<file path="src/rtl/fb_swap_ctrl.sv">
// -----------------------------------------------------------------------------
// fb_swap_ctrl
// Double-buffer sequencer that sits between the game/draw logic and vga_out.
// vga_out scans out the "front" frame buffer (A or B). The renderer may only
// write the other one, the "back" buffer, and only while render_grant is high.
// When the renderer signals render_done, the controller waits for the frame
// boundary and swaps front and back on that edge, so a frame is never shown
// half old and half new. If a render does not finish within TIMEOUT_FRM frame
// ends, the grant is withdrawn and render_abort pulses. Every frame end that
// does not swap is counted as a repeated frame.
//
// Parameters
//   HCOUNT_MAX   last hcount value of a line
//   VCOUNT_MAX   last vcount value of a frame
//   TIMEOUT_FRM  frame ends allowed while granted before abort (1..15)
//
// Ports
//   clk           pixel clock, all logic on the rising edge
//   rst_n         asynchronous, active-low reset
//   hcount        horizontal counter from the timing generator
//   vcount        vertical counter from the timing generator
//   render_req    renderer asks for a new frame (level, sampled in IDLE)
//   render_done   one-cycle pulse: back buffer is complete
//   render_grant  renderer may write the back buffer
//   render_abort  one-cycle pulse: render timed out, grant withdrawn
//   front_sel     buffer scanned out by vga_out (0 = A, 1 = B)
//   frame_ready   one-cycle pulse on the cycle after every frame end
//   swap_pending  finished frame is waiting for the frame boundary
//   repeat_cnt    saturating count of frame ends that did not swap
// -----------------------------------------------------------------------------
module fb_swap_ctrl #(
   parameter int HCOUNT_MAX  = 1055,
   parameter int VCOUNT_MAX  = 627,
   parameter int TIMEOUT_FRM = 4
) (
   input  logic        clk,
   input  logic        rst_n,
   input  logic [10:0] hcount,
   input  logic [10:0] vcount,
   input  logic        render_req,
   input  logic        render_done,
   output logic        render_grant,
   output logic        render_abort,
   output logic        front_sel,
   output logic        frame_ready,
   output logic        swap_pending,
   output logic [7:0]  repeat_cnt
);

   localparam logic [10:0] H_LAST      = 11'(HCOUNT_MAX);
   localparam logic [10:0] V_LAST      = 11'(VCOUNT_MAX);
   localparam logic [3:0]  TIMEOUT_VAL = 4'(TIMEOUT_FRM);
   localparam logic [7:0]  REPEAT_MAX  = 8'hFF;

   typedef enum logic [1:0] {
      IDLE      = 2'd0,
      GRANTED   = 2'd1,
      WAIT_SWAP = 2'd2
   } state_t;

   state_t     state;
   state_t     state_next;
   logic [3:0] timer;
   logic [3:0] timer_next;
   logic       abort_next;
   logic       swap_now;
   logic       frame_end;

   // The last pixel of the frame. Only an exact match counts, so counter
   // values outside the visible/blanking range can never fake a boundary.
   assign frame_end = (hcount == H_LAST) && (vcount == V_LAST);

   // Moore outputs decoded straight from the registered state.
   assign render_grant = (state == GRANTED);
   assign swap_pending = (state == WAIT_SWAP);

   // Next-state logic. A render_done that lands on the frame-end cycle moves
   // to WAIT_SWAP without swapping: the buffer could still be mid-write on
   // that cycle, so the swap is deferred to the following frame end and the
   // timeout timer is left alone. render_req and render_done are only looked
   // at in the states where they mean something and are otherwise ignored.
   always_comb begin
      state_next = state;
      timer_next = timer;
      abort_next = 1'b0;
      swap_now   = 1'b0;
      case (state)
         IDLE: begin
            timer_next = 4'd0;
            if (render_req) begin
               state_next = GRANTED;
            end
         end
         GRANTED: begin
            if (render_done) begin
               state_next = WAIT_SWAP;
            end else if (frame_end) begin
               if (timer + 4'd1 == TIMEOUT_VAL) begin
                  state_next = IDLE;
                  timer_next = 4'd0;
                  abort_next = 1'b1;
               end else begin
                  timer_next = timer + 4'd1;
               end
            end
         end
         WAIT_SWAP: begin
            if (frame_end) begin
               swap_now   = 1'b1;
               state_next = IDLE;
            end
         end
         default: begin
            state_next = IDLE;
            timer_next = 4'd0;
         end
      endcase
   end

   // State register and timeout timer. Reset drops any render in progress.
   always_ff @(posedge clk or negedge rst_n) begin
      if (!rst_n) begin
         state <= IDLE;
         timer <= 4'd0;
      end else begin
         state <= state_next;
         timer <= timer_next;
      end
   end

   // Front buffer select. It flips only on the frame-end edge so vga_out
   // starts the new buffer exactly at pixel (0,0).
   always_ff @(posedge clk or negedge rst_n) begin
      if (!rst_n) begin
         front_sel <= 1'b0;
      end else if (swap_now) begin
         front_sel <= ~front_sel;
      end
   end

   // One-cycle strobes: frame_ready follows every frame end, render_abort
   // follows the frame end that exhausted the render budget.
   always_ff @(posedge clk or negedge rst_n) begin
      if (!rst_n) begin
         frame_ready  <= 1'b0;
         render_abort <= 1'b0;
      end else begin
         frame_ready  <= frame_end;
         render_abort <= abort_next;
      end
   end

   // Repeated-frame counter. Any frame end without a swap (idle, still
   // rendering, aborting, or a done that arrived on the boundary itself)
   // shows the same image again. Holds at 255 instead of wrapping.
   always_ff @(posedge clk or negedge rst_n) begin
      if (!rst_n) begin
         repeat_cnt <= 8'd0;
      end else if (frame_end && !swap_now && (repeat_cnt != REPEAT_MAX)) begin
         repeat_cnt <= repeat_cnt + 8'd1;
      end
   end

endmodule

</file>
<file path="config.mk">
export PLATFORM = sky130hd
export DESIGN_NAME = fb_swap_ctrl
export DESIGN_NICKNAME = d
export VERILOG_FILES = /design/src/rtl/fb_swap_ctrl.sv
export SDC_FILE = /design/constraint.sdc
export NUM_CORES = 1
export LEC_CHECK = 0
export ABC_CLOCK_PERIOD_IN_PS = 1900
export CORE_MARGIN = 2
export CORE_UTILIZATION = 59
export DETAILED_ROUTE_END_ITERATION = 8
export DONT_BUFFER_PORTS = 1
export HOLD_SLACK_MARGIN = 0.03
export MAX_ROUTING_LAYER = met4
export PLACE_DENSITY = 0.8
export SLEW_MARGIN = 20
export SYNTH_ARGS = -nofsm -noshare
export SYNTH_HDL_FRONTEND = slang
export SYNTH_SLANG_ARGS = --single-unit
export TNS_END_PERCENT = 1
</file>
<file path="constraint.sdc">
create_clock -name clk -period 1.9 [get_ports clk]
set_clock_uncertainty 0.05 [all_clocks]
set_input_delay 0.38 -clock clk [delete_from_list [all_inputs] [get_ports clk]]
set_output_delay 0.38 -clock clk [all_outputs]
set_load 0.03 [all_outputs]
</file>
**Word level (Yosys, flattened, before mapping)**

Index checks and enable logic that the tools add are counted.

- Add/sub/neg operators: 2
- Eq/ne operators: 12
- Muxes and demuxes: 16
- Bitwise logic cells: 2
- Reduce and logical (&&, ||, !) cells: 7

Operators by type and width:

| operator | number |
|---|---|
| 4-bit 2-to-1 mux | 3 |
| 11-bit by 10-bit == test with 1-bit output (second input constant) | 1 |
| 11-bit == test (second input constant) | 1 |
| 2-bit 2-to-1 mux | 5 |
| 8-bit by 1-bit adder with 8-bit output (second input constant) | 1 |
| 8-bit != test (second input constant) | 1 |
| 4-bit one-hot mux with 2 select lines | 1 |
| 1-bit 2-to-1 mux | 6 |
| 3-bit by 2-bit != test with 1-bit output (second input constant) | 2 |
| 2-bit one-hot mux with 3 select lines | 1 |
| 4-bit by 1-bit adder with 4-bit output (second input constant) | 1 |
| 4-bit by 3-bit == test with 1-bit output (second input constant) | 1 |
| 2-bit by 1-bit != test with 1-bit output (second input constant) | 2 |
| 2-bit != test (second input constant) | 2 |
| 4-bit AND reduction | 1 |
| 1-bit logical AND | 3 |
| 3-bit AND reduction | 1 |
| 2-bit by 1-bit == test with 1-bit output (second input constant) | 1 |
| 2-bit == test (second input constant) | 1 |
| 2-bit zero test | 1 |
| 1-bit NOT | 2 |
| 1-bit zero test | 1 |

- Register bits after elaboration: 17
- Input bits: 26
- Output and inout port bits: 13
- Logic and storage cells: 45

**Depth between registers and ports, before layout**

- Word-level depth: 7
- Gate-level depth with buffers: 7
- Gate-level depth less buffers: 7

**Worst setup path before layout**

No wires, ideal clock.

- Path type: register to register
- Start point: reg repeat_cnt[0]
- End point: reg repeat_cnt[1]
- Library setup time: 0.125 ns
- Arrival: 1.635 ns
- Data required time: 1.725 ns
- Setup slack: 0.090 ns
- Stages on the path, launching flop included: 5
- Path buffers: 0
- Period minus slack after synthesis: 1.810 ns
- Cells stage by stage: dfrtp_1 > ha_1 > a41o_1 > nor3_4 > mux2_2

- Cells in the longest elaborated chain, start to end: 2
- Elaborated cells on any way between the ends: 3
- Those cells by class: add/sub: 1; eq/ne: 1; reduce/logical: 1

Ends and longest elaborated chain:

| element | RTL line | text |
|---|---|---|
| from (decl) | 47 | `output logic [7:0] repeat_cnt` |
| from (signal assigned) | 160 | `repeat_cnt <= repeat_cnt + 8'd1;` |
| parallel branches: the longest is 2 deep, another holds 8-bit by 1-bit adder with 8-bit output | n/a |  |

Parallel ways; which one is timed is not known.
A chain may end at the register's enable or synchronous reset.

**Worst setup path after layout**

Same ends and word-level chain as after synthesis.

==> flow_summary.yaml <==
status:
  outcome: "completed"
yosys:
  synth_nets: 104
  ys_warn_count: 0
  synth_cell_type_count: 28
  ys_seq_area_share_pct: 49.1
  ys_seq_elements: 17
  postSynthAreaPerCell_um2: 11.4
  synth_area_um2: 867
  syn_inst: 76
cells_and_area:
  nets: 119
  num-fill-cells: 90
  layoutNonFillerInstCount: 105
  drive_gt1_share_pct: 23.3
  multi_input_area_um2: 430
  antenna_cells: 0
  area_growth_pct: 14.3
  register_area_um2: 425
setup_path:
  start_kind: "flop"
  cp-end-kind: "flop"
  crit_type: "flop to flop"
  worstPathRequired_ps: 2040
  crit_arrival_ps: 1880
  crit_fanout: 8
floorplan:
  start_util_pct: 65.0
  dieArea_mm2: 0.00179
  die_h_um: 42.3
  boundaryPins: 39
  die_w_um: 42.3
  core_region_area_mm2: 0.00133
  rows: 13
power:
  p_per_area_mw_per_mm2: 786
  vdd_ir_drop_max_mv: 0.466
  finalPower_mw: 0.779
  leakagePower_nw: 0.503
clock_tree:
  clk_latency_ps: 290
  cts.path.max_buffers: 2
  post_cts_buffers: 0
  cts_made_buffers: 3
  htree_levels: 1
  cts_sinks: 17
  tritoncts: "done"
  cts_resized: 0
  root_buffer: "clkbuf_4"
  clk_pin_slew_worst_paths_ps: 100
sta:
  relSlewSlack_pct: 47.8
  setup_slack_ps: 156
  worstMarginPinSlew_ps: 781
  worst_hold_slack_ps: 103
  timing.final.hold_violations: 0
  max_clock_freq_ghz: 0.574
  setup_tns_ps: 0
  slew_viol_final: 0
  setup_viol: 0
  period_share_pct: 91.8
  period_needed_ps: 1740
  rsz0062_at_grt: "false"
route:
  antenna_left: 0
  first_iter_violations: 23
  wl_um: 1940
  drc_errors: 0
  wl_per_cell_um: 18.5
  vias_per_cell: 6.76
  dr_total_vias: 710
  firstDrtPassIters: 5
global_route:
  track_usage_pct: 23.8
  grt_pass1_vias: 680
  grt_pass1_wl_um: 3190
  grt_max_degree: 18
  globalRouteOverflowTotal: 0
  antenna_found_initial: 0
worst_hold_path:
  hold_class: "input pin to flop"
placement:
  dp_hpwl_um: 1430
  dp.cells: 100
  io_buffers: 0
  gp_congestion: 0.906
  place_ws_ps: 90.3
flow_run:
  maxCapViolations: 0
-- worst paths after layout --
| check | cells past startpoint | endpoint | slack [ps] | from |
|---|---|---|---|---|
| worst max-delay path | 4 | repeat_cnt[1] | 160 | repeat_cnt[0] |
| worst min-delay path | 1 | render_abort | 100 | render_done |
| worst max register to register | 4 | repeat_cnt[1] | 160 | repeat_cnt[0] |
| worst min register to register | 1 | state[0] | 400 | state[1] |
| max in group asynchronous | 1 | repeat_cnt[2] | 770 | rst_n |
| min in group asynchronous | 1 | repeat_cnt[4] | 550 | rst_n |
-- synthesized netlist by cell type --
cell / number / area, µm²
nor4_1: 2 / 12.5
and3_1: 2 / 12.5
a41o_1: 1 / 10.0
inv_1: 3 / 11.3
nand4_2: 1 / 12.5
nand4_1: 3 / 18.8
ha_1: 2 / 25.0
nand3_1: 2 / 10.0
nand2b_1: 1 / 6.26
nor3b_1: 1 / 7.51
o21ai_0: 3 / 15.0
a22o_1: 3 / 26.3
nand2_1: 8 / 30.0
nor4_2: 1 / 12.5
dfrtp_1: 17 / 425
nor2_1: 3 / 11.3
nor4b_2: 1 / 15.0
and4b_1: 3 / 30.0
a211o_1: 2 / 17.5
mux2_2: 1 / 11.3
xnor2_1: 7 / 61.3
nor3_1: 1 / 5.00
xor2_1: 1 / 8.76
nand3b_2: 1 / 11.3
a21oi_1: 2 / 10.0
and4_1: 1 / 8.76
nor3_4: 1 / 16.3
and4bb_2: 2 / 25.0
-- area by class of cell --
class | count | share of cell area (%)
Clock buffer | 3 | 2.27
Sequential cell | 17 | 42.9
Multi-Input combinational cell | 56 | 43.4
Tap cell | 15 | 1.89
Inverter | 3 | 1.14
Clock inverter | 1 | 0.505
Timing Repair Buffer | 10 | 7.83
-- sequential cells by signal, summed over array words and instances, names as in the netlist --
register,flops
render_abort,1
front_sel,1
timer,4
state,2
frame_ready,1
repeat_cnt,8
-- cell usage in the layout (no fill, tap or decap), drive strengths merged, types with 2 or more instances in the layout --
cell and instances:
nand4 4, nor2 3, and4b 3, buf 9, dfrtp 17, a211o 2
ha 2, nor3 2, clkbuf 3, inv 3, a21oi 2, nor4 3
and3 2, xnor2 7, o21ai 3, nand3 2, nand2 8, and4bb 2
a22o 3
-- metrics by stage --
step	utilization (%)	instance area, µm²
2_1_floorplan	-	867
3_3_place_gp	71.5	953
3_5_place_dp	71.5	953
4_1_cts	74.3	991
5_1_grt	74.3	991
6_report	74.3	991
-- cells by family after synthesis --
family	share of synthesized area, %
XOR/XNOR	8.08
flip-flops	49.1
AND/OR/NAND/NOR	28.3
AO/OA/AOI/OAI	9.09
buffers and inverters	1.30
adder cells (fa/ha/maj)	2.89
multiplexers	1.30
-- power by group --
part	leakage [nW]	total, mW	switching (mW)	internal [mW]
combinational	0.250	0.188	0.134	0.0535
clock	0.0177	0.198	0.120	0.0783
sequential	0.235	0.392	0.0120	0.380
-- per-layer routing --
layer / global-route usage, % / vias to the layer above / routed length, µm
met5: - / - / 0
met3: 5.17 / 8 / 161
met2: 36.0 / 54 / 915
met4: 8.13 / 0 / 55
met1: 31.8 / 333 / 812
li1: - / 315 / -
-- critical path: stages (launching register included) --
cell and delay, ps:
dfrtp_1 400, ha_1 250, a41o_1 280, nor3_4 300, mux2_2 380
-- what timing repair did --
action	CTS	global route
endpoints found under the hold margin	17	0
setup endpoints to repair	0	0
hold buffers	1	0
No activity file was read; power rests on OpenSTA's default activity.
